File: src/rtl/uart_pkg.sv
// Shared UART definitions: state encoding, parity selectors and the default bit timing
// for a 100 MHz clock at 115200 baud.
package uart_pkg;

    typedef enum logic [2:0] {
        ST_IDLE,
        ST_START,
        ST_DATA,
        ST_PARITY,
        ST_STOP
    } uart_state_t;

    localparam int PAR_NONE = 0;
    localparam int PAR_ODD  = 1;
    localparam int PAR_EVEN = 2;

    localparam int CLKS_PER_BIT_DEFAULT = 868;

endpackage

File: src/rtl/uart_baud_tick.sv
// Bit-period counter: counts 0..CLKS_PER_BIT-1 while enabled and flags the wrap cycle.
// Shared between the transmitter and the future receiver.
module uart_baud_tick #(
    parameter int CLKS_PER_BIT = uart_pkg::CLKS_PER_BIT_DEFAULT
) (
    input  logic clk,
    input  logic rst_n,
    input  logic en,
    input  logic clr,
    output logic tick
);

    localparam int CW = (CLKS_PER_BIT > 1) ? $clog2(CLKS_PER_BIT) : 1;
    localparam logic [CW-1:0] LAST = CW'(CLKS_PER_BIT - 1);

    logic [CW-1:0] cnt;

    assign tick = en & (cnt == LAST);

    always_ff @(posedge clk or negedge rst_n) begin
        if (!rst_n) begin
            cnt <= '0;
        end else if (clr) begin
            cnt <= '0;
        end else if (en) begin
            cnt <= tick ? '0 : cnt + 1'b1;
        end
    end

endmodule

File: src/rtl/uart_tx_frame.sv
// UART transmit serializer: start bit, 8 data bits LSB first, optional parity, 1 or 2 stop bits.
// tx, tx_busy and tx_done are all registered.
//
//   state     | meaning
//   ----------+---------------------------------------------
//   ST_IDLE   | line high, waiting for a qualified request
//   ST_START  | start bit (tx=0), one bit period
//   ST_DATA   | data bits, LSB first, one bit period each
//   ST_PARITY | parity of the latched byte, one bit period
//   ST_STOP   | line high for STOP_BITS bit periods
module uart_tx_frame
    import uart_pkg::*;
#(
    parameter int CLKS_PER_BIT = CLKS_PER_BIT_DEFAULT,
    parameter int PARITY       = PAR_NONE,
    parameter int STOP_BITS    = 1,
    parameter int START_EDGE   = 1
) (
    input  logic       clk,
    input  logic       rst_n,
    input  logic [7:0] tx_data,
    input  logic       tx_start,
    output logic       tx,
    output logic       tx_busy,
    output logic       tx_done
);

    uart_state_t state;
    logic        start_d;
    logic        req;
    logic        tick;
    logic        baud_en;
    logic        baud_clr;
    logic [7:0]  shift;
    logic        par_bit;
    logic [2:0]  bit_idx;
    logic        stop_cnt;

    // Edge mode keeps a held button from retriggering once the frame ends.
    assign req      = (START_EDGE != 0) ? (tx_start & ~start_d) : tx_start;
    assign baud_en  = (state != ST_IDLE);
    assign baud_clr = (state == ST_IDLE);

    uart_baud_tick #(
        .CLKS_PER_BIT(CLKS_PER_BIT)
    ) u_baud_tick (
        .clk  (clk),
        .rst_n(rst_n),
        .en   (baud_en),
        .clr  (baud_clr),
        .tick (tick)
    );

    always_ff @(posedge clk or negedge rst_n) begin
        if (!rst_n) begin
            state    <= ST_IDLE;
            start_d  <= 1'b0;
            tx       <= 1'b1;
            tx_busy  <= 1'b0;
            tx_done  <= 1'b0;
            shift    <= '0;
            par_bit  <= 1'b0;
            bit_idx  <= '0;
            stop_cnt <= 1'b0;
        end else begin
            start_d <= tx_start;
            tx_done <= 1'b0;
            case (state)
                ST_IDLE: begin
                    tx <= 1'b1;
                    if (req) begin
                        shift    <= tx_data;
                        par_bit  <= (PARITY == PAR_EVEN) ? ^tx_data : ~^tx_data;
                        bit_idx  <= '0;
                        stop_cnt <= 1'b0;
                        state    <= ST_START;
                        tx_busy  <= 1'b1;
                        tx       <= 1'b0;
                    end
                end
                ST_START: begin
                    if (tick) begin
                        state <= ST_DATA;
                        tx    <= shift[0];
                    end
                end
                ST_DATA: begin
                    if (tick) begin
                        if (bit_idx == 3'd7) begin
                            if (PARITY != PAR_NONE) begin
                                state <= ST_PARITY;
                                tx    <= par_bit;
                            end else begin
                                state <= ST_STOP;
                                tx    <= 1'b1;
                            end
                        end else begin
                            bit_idx <= bit_idx + 3'd1;
                            shift   <= shift >> 1;
                            tx      <= shift[1];
                        end
                    end
                end
                ST_PARITY: begin
                    if (tick) begin
                        state <= ST_STOP;
                        tx    <= 1'b1;
                    end
                end
                ST_STOP: begin
                    if (tick) begin
                        if (STOP_BITS == 1 || stop_cnt) begin
                            state   <= ST_IDLE;
                            tx_busy <= 1'b0;
                            tx_done <= 1'b1;
                        end else begin
                            stop_cnt <= 1'b1;
                        end
                        tx <= 1'b1;
                    end
                end
                default: begin
                    state   <= ST_IDLE;
                    tx      <= 1'b1;
                    tx_busy <= 1'b0;
                end
            endcase
        end
    end

endmodule

File: config.mk
export PLATFORM = sky130hd
export DESIGN_NAME = uart_tx_frame
export DESIGN_NICKNAME = d
export VERILOG_FILES = /design/src/rtl/uart_pkg.sv /design/src/rtl/uart_baud_tick.sv /design/src/rtl/uart_tx_frame.sv
export SDC_FILE = /design/constraint.sdc
export NUM_CORES = 1
export LEC_CHECK = 0
export ABC_CLOCK_PERIOD_IN_PS = 2300
export BUFFER_PORTS_ARGS = -buffer_cell sky130_fd_sc_hd__buf_2
export CAP_MARGIN = 20
export CORE_UTILIZATION = 45
export CTS_BUF_LIST = sky130_fd_sc_hd__clkbuf_4 sky130_fd_sc_hd__clkbuf_8
export DETAILED_ROUTE_END_ITERATION = 12
export GPL_TIMING_DRIVEN = 0
export PLACE_DENSITY_LB_ADDON = 0.05
export SLEW_MARGIN = 15
export SYNTH_ARGS = -nofsm -noshare
export SYNTH_HDL_FRONTEND = slang
export SYNTH_SLANG_ARGS = --single-unit
File: constraint.sdc
create_clock -name clk -period 2.3 [get_ports clk]
set_input_delay 0.69 -clock clk [delete_from_list [all_inputs] [get_ports clk]]
set_output_delay 0.69 -clock clk [all_outputs]
set_load 0.1 [all_outputs]
==> out/qor.csv <==
stage;metric;value;unit
yosys;synth_top_family_by_area;simple AND/OR/NAND/NOR gates;
yosys;synthMuxAreaShare;0.141;
yosys;synthesis.area;1450;sq um
route;drt-total-wl;2.49;mm
run;cap_violations;0;
yosys;synth_edf_count;0;
yosys;synth_top_cell_by_area;dfrtp_1;
yosys;postSynthCellCount;125;
sta;relSlewSlack;0.536;
floorplanning;die-area;3460;sq um
power_and_ir_drop;switching_share;0.214;
power_and_ir_drop;vdd_ir_drop_max;0.258;mV
sta;max_freq;448;MHz
yosys;yosysMostFrequentCell;dfrtp_1;
sta;worst_slew_pin_slew;0.692;ns
critical_path;critPathMaxFanout;5;
clocking;clk_latency;0.33;ns
floorplanning;die_x;58.8;um
critical_path;worstPathRequired;2.54;ns
route;drc;0;
clocking;root_buffer;clkbuf_4;
sta;slew_violations;0;
grt;grt_max_degree;29;
power_and_ir_drop;switchingPower;169;uW
critical_path;critPathBufInv;1;
route;drt_first_iter_violations;31;
critical_path;crit_path_end_kind;flop;
clocking;path_clk_slew;0.16;ns
yosys;async_flop_share;1.00;
yosys;ys_ff_latch;28;
sta;rsz0062_at_grt;false;
layout;drive_gt1_frac;0.378;
critical_path;crit_family;simple AND/OR/NAND/NOR gates;
grt;antenna_found_initial;0;
layout;areaGrowthSynthToFinish;15.4;%
yosys;ys_seq_area_frac;0.484;
yosys;synth_cell_types;40;
sta;skew;0.00792;ns
route;wl_per_cell;13.0;um
clocking;cts-buffers-inserted;3;
floorplanning;coreArea;3050;sq um
floorplanning;fp-row-count;20;
floorplanning;start_util;0.475;
grt;grt_pass1_wl;4.20;mm
route;via_count;956;
placement;hpwlAfterDp;1.72;mm
grt;grt_overflow;0;
clocking;hold_buffers;0;
yosys;synth_top_area_frac;0.466;
placement;gp_congestion;0.795;
placement;port_buffers;13;
yosys;synth_fa_ha_area_frac;0.0259;
sta;finalCritPeriodShare;0.970;
status;status;finished, final reports clean;
grt;globalRouteTotalUtil;0.163;
route;drtPass1Iterations;3;
yosys;synth.area.top_cells;dfrtp_1 (47%), mux2_4 (7.2%), mux2_2 (6.2%);
critical_path;critPathKind;reg -> reg;
yosys;synthFlopType;dfrtp_1;
power_and_ir_drop;power_frac_comb;0.048;
clocking;clockBufferDepth;2;
worst_hold_path;hp-class;in -> async;
layout;final_net_count;163;
clocking;cts_tree;built;
layout;finalNonFillerCells;192;
yosys;synthXorXnorAreaFrac;0.0483;
yosys;avgSynthCellArea;11.6;sq um
power_and_ir_drop;power_density;470;nW/um^2
power_and_ir_drop;p_seq_frac;0.642;
yosys;yosysWarnings;0;
power_and_ir_drop;p_int;618;uW
clocking;htree_num_levels;1;
grt;first_global_vias;950;
yosys;synth-compound-area-share;0.0690;
yosys;synth_simple_gate_area_frac;0.178;
critical_path;cpPeakStageDelay;0.48;ns
floorplanning;io_pins;14;
power_and_ir_drop;leakage;0.000716;uW
yosys;yosys-top-cells-count;dfrtp_1 (27), nor2_1 (14), mux2_2 (8), mux2_4 (7);
placement;placed_cells;182;
critical_path;critPathSlowestCell;or4_4;
route;drtAntennaViolNets;0;
route;viasPerCell;4.98;
floorplanning;die_h;58.8;um
critical_path;startpoint_type;flop;
sta;post-route-min-period;2.23;ns
clocking;clock-sinks;28;
critical_path;crit_arrival;2.47;ns
sta;setup_viol_count_final;0;
sta;finalHoldViolCount;0;
yosys;syn-num-nets;139;
critical_path;cp_cell_sequence;ha_2, or3b_4, or4_4, a21oi_4, clkbuf_16, mux2_4;
layout;diodes;0;
power_and_ir_drop;p_clk_frac;0.311;
sta;whs;0.339;ns
placed cells by master, fill, tap and decap left out, drive strengths merged, types with 2 or more instances in the layout:
| cell type | n |
|---|---|
| ha | 3 |
| nor3 | 4 |
| o2bb2ai | 2 |
| nand3 | 5 |
| nor2 | 14 |
| nor2b | 2 |
| o21ai | 5 |
| nand2 | 6 |
| clkbuf | 7 |
| buf | 21 |
| xnor2 | 6 |
| inv | 5 |
| dfrtp | 27 |
| nor3b | 2 |
| xor2 | 2 |
| or3b | 3 |
| a21oi | 4 |
| mux2 | 15 |
power groups by stage:
| stage | logic (uW) | registers, uW | clock network [uW] |
|---|---|---|---|
| after CTS | 38.7 | 505 | 251 |
| after floorplan | 18.2 | 512 | 0 |
| after detailed placement | 38.3 | 514 | 0 |
| after global routing | 41.9 | 506 | 266 |
| final | 37.4 | 505 | 245 |
| after global placement | 36.9 | 514 | 0 |
per-layer routing:
metal	track usage	vias to the layer above	routed length, um
li1	-	480	-
met1	0.213	460	1260
met2	0.265	10	1120
met3	0.0264	6	45
met4	0.0748	0	61
met5	0	-	0
sequential cells by signal, summed over array words and instances (netlist names):
name             cells
tx                   1
shift                8
state                3
u_baud_tick.cnt     10
bit_idx              3
start_d              1
tx_busy              1
tx_done              1
timing repair:
action	4_1_cts	5_1_grt
gates cloned	0	1
buffers inserted	1	5
gates resized for setup	1	2
pin swaps	0	2
hold endpoints to repair	0	0
endpoints found under the setup margin	7	7
area by class of cell:
cell class / instances / area, sq um
Tap cell: 44 / 55.1
Fill cell: 291 / 1380
Multi-Input combinational cell: 87 / 679
Inverter: 5 / 18.8
Sequential cell: 28 / 702
Timing Repair Buffer: 20 / 135
Clock buffer: 4 / 36.3
Buffer: 4 / 48.8
final timing paths:
check | from | end | slack (ns) | depth (start not counted)
hold reg to reg | bit_idx[0] | bit_idx[0] | 0.51 | 1
hold / removal | rst_n | state[0] | 0.34 | 1
min in group clk | tx_start | start_d | 0.48 | 1
setup / recovery | u_baud_tick.cnt[0] | shift[5] | 0.07 | 6
max in group asynchronous | rst_n | u_baud_tick.cnt[4] | 1.55 | 1
setup reg to reg | u_baud_tick.cnt[0] | shift[5] | 0.07 | 6
per-stage QoR:
step / total power [uW] / TNS (ns) / setup WS [ns] / utilization / cell area, sq um
global placement: 550 / -0.000789 / -0.000435 / 0.515 / 1570
floorplan: 531 / 0 / 0.122 / - / 1450
global route: 814 / 0 / 0.00163 / 0.549 / 1680
finish: 787 / 0 / 0.0699 / 0.549 / 1680
detailed placement: 552 / -0.0448 / -0.0102 / 0.515 / 1570
CTS: 795 / 0 / 0.0103 / 0.530 / 1620
logic make-up after synthesis:
group	count (synthesis)
AOI/OAI and AO/OA	14
xor gates and xnor gates	8
adders and majority gates	3
buffers and inverters	10
DFF	28
muxes	16
and+or+nand+nor	46
Note: power is estimated with default switching activity, not from simulation.
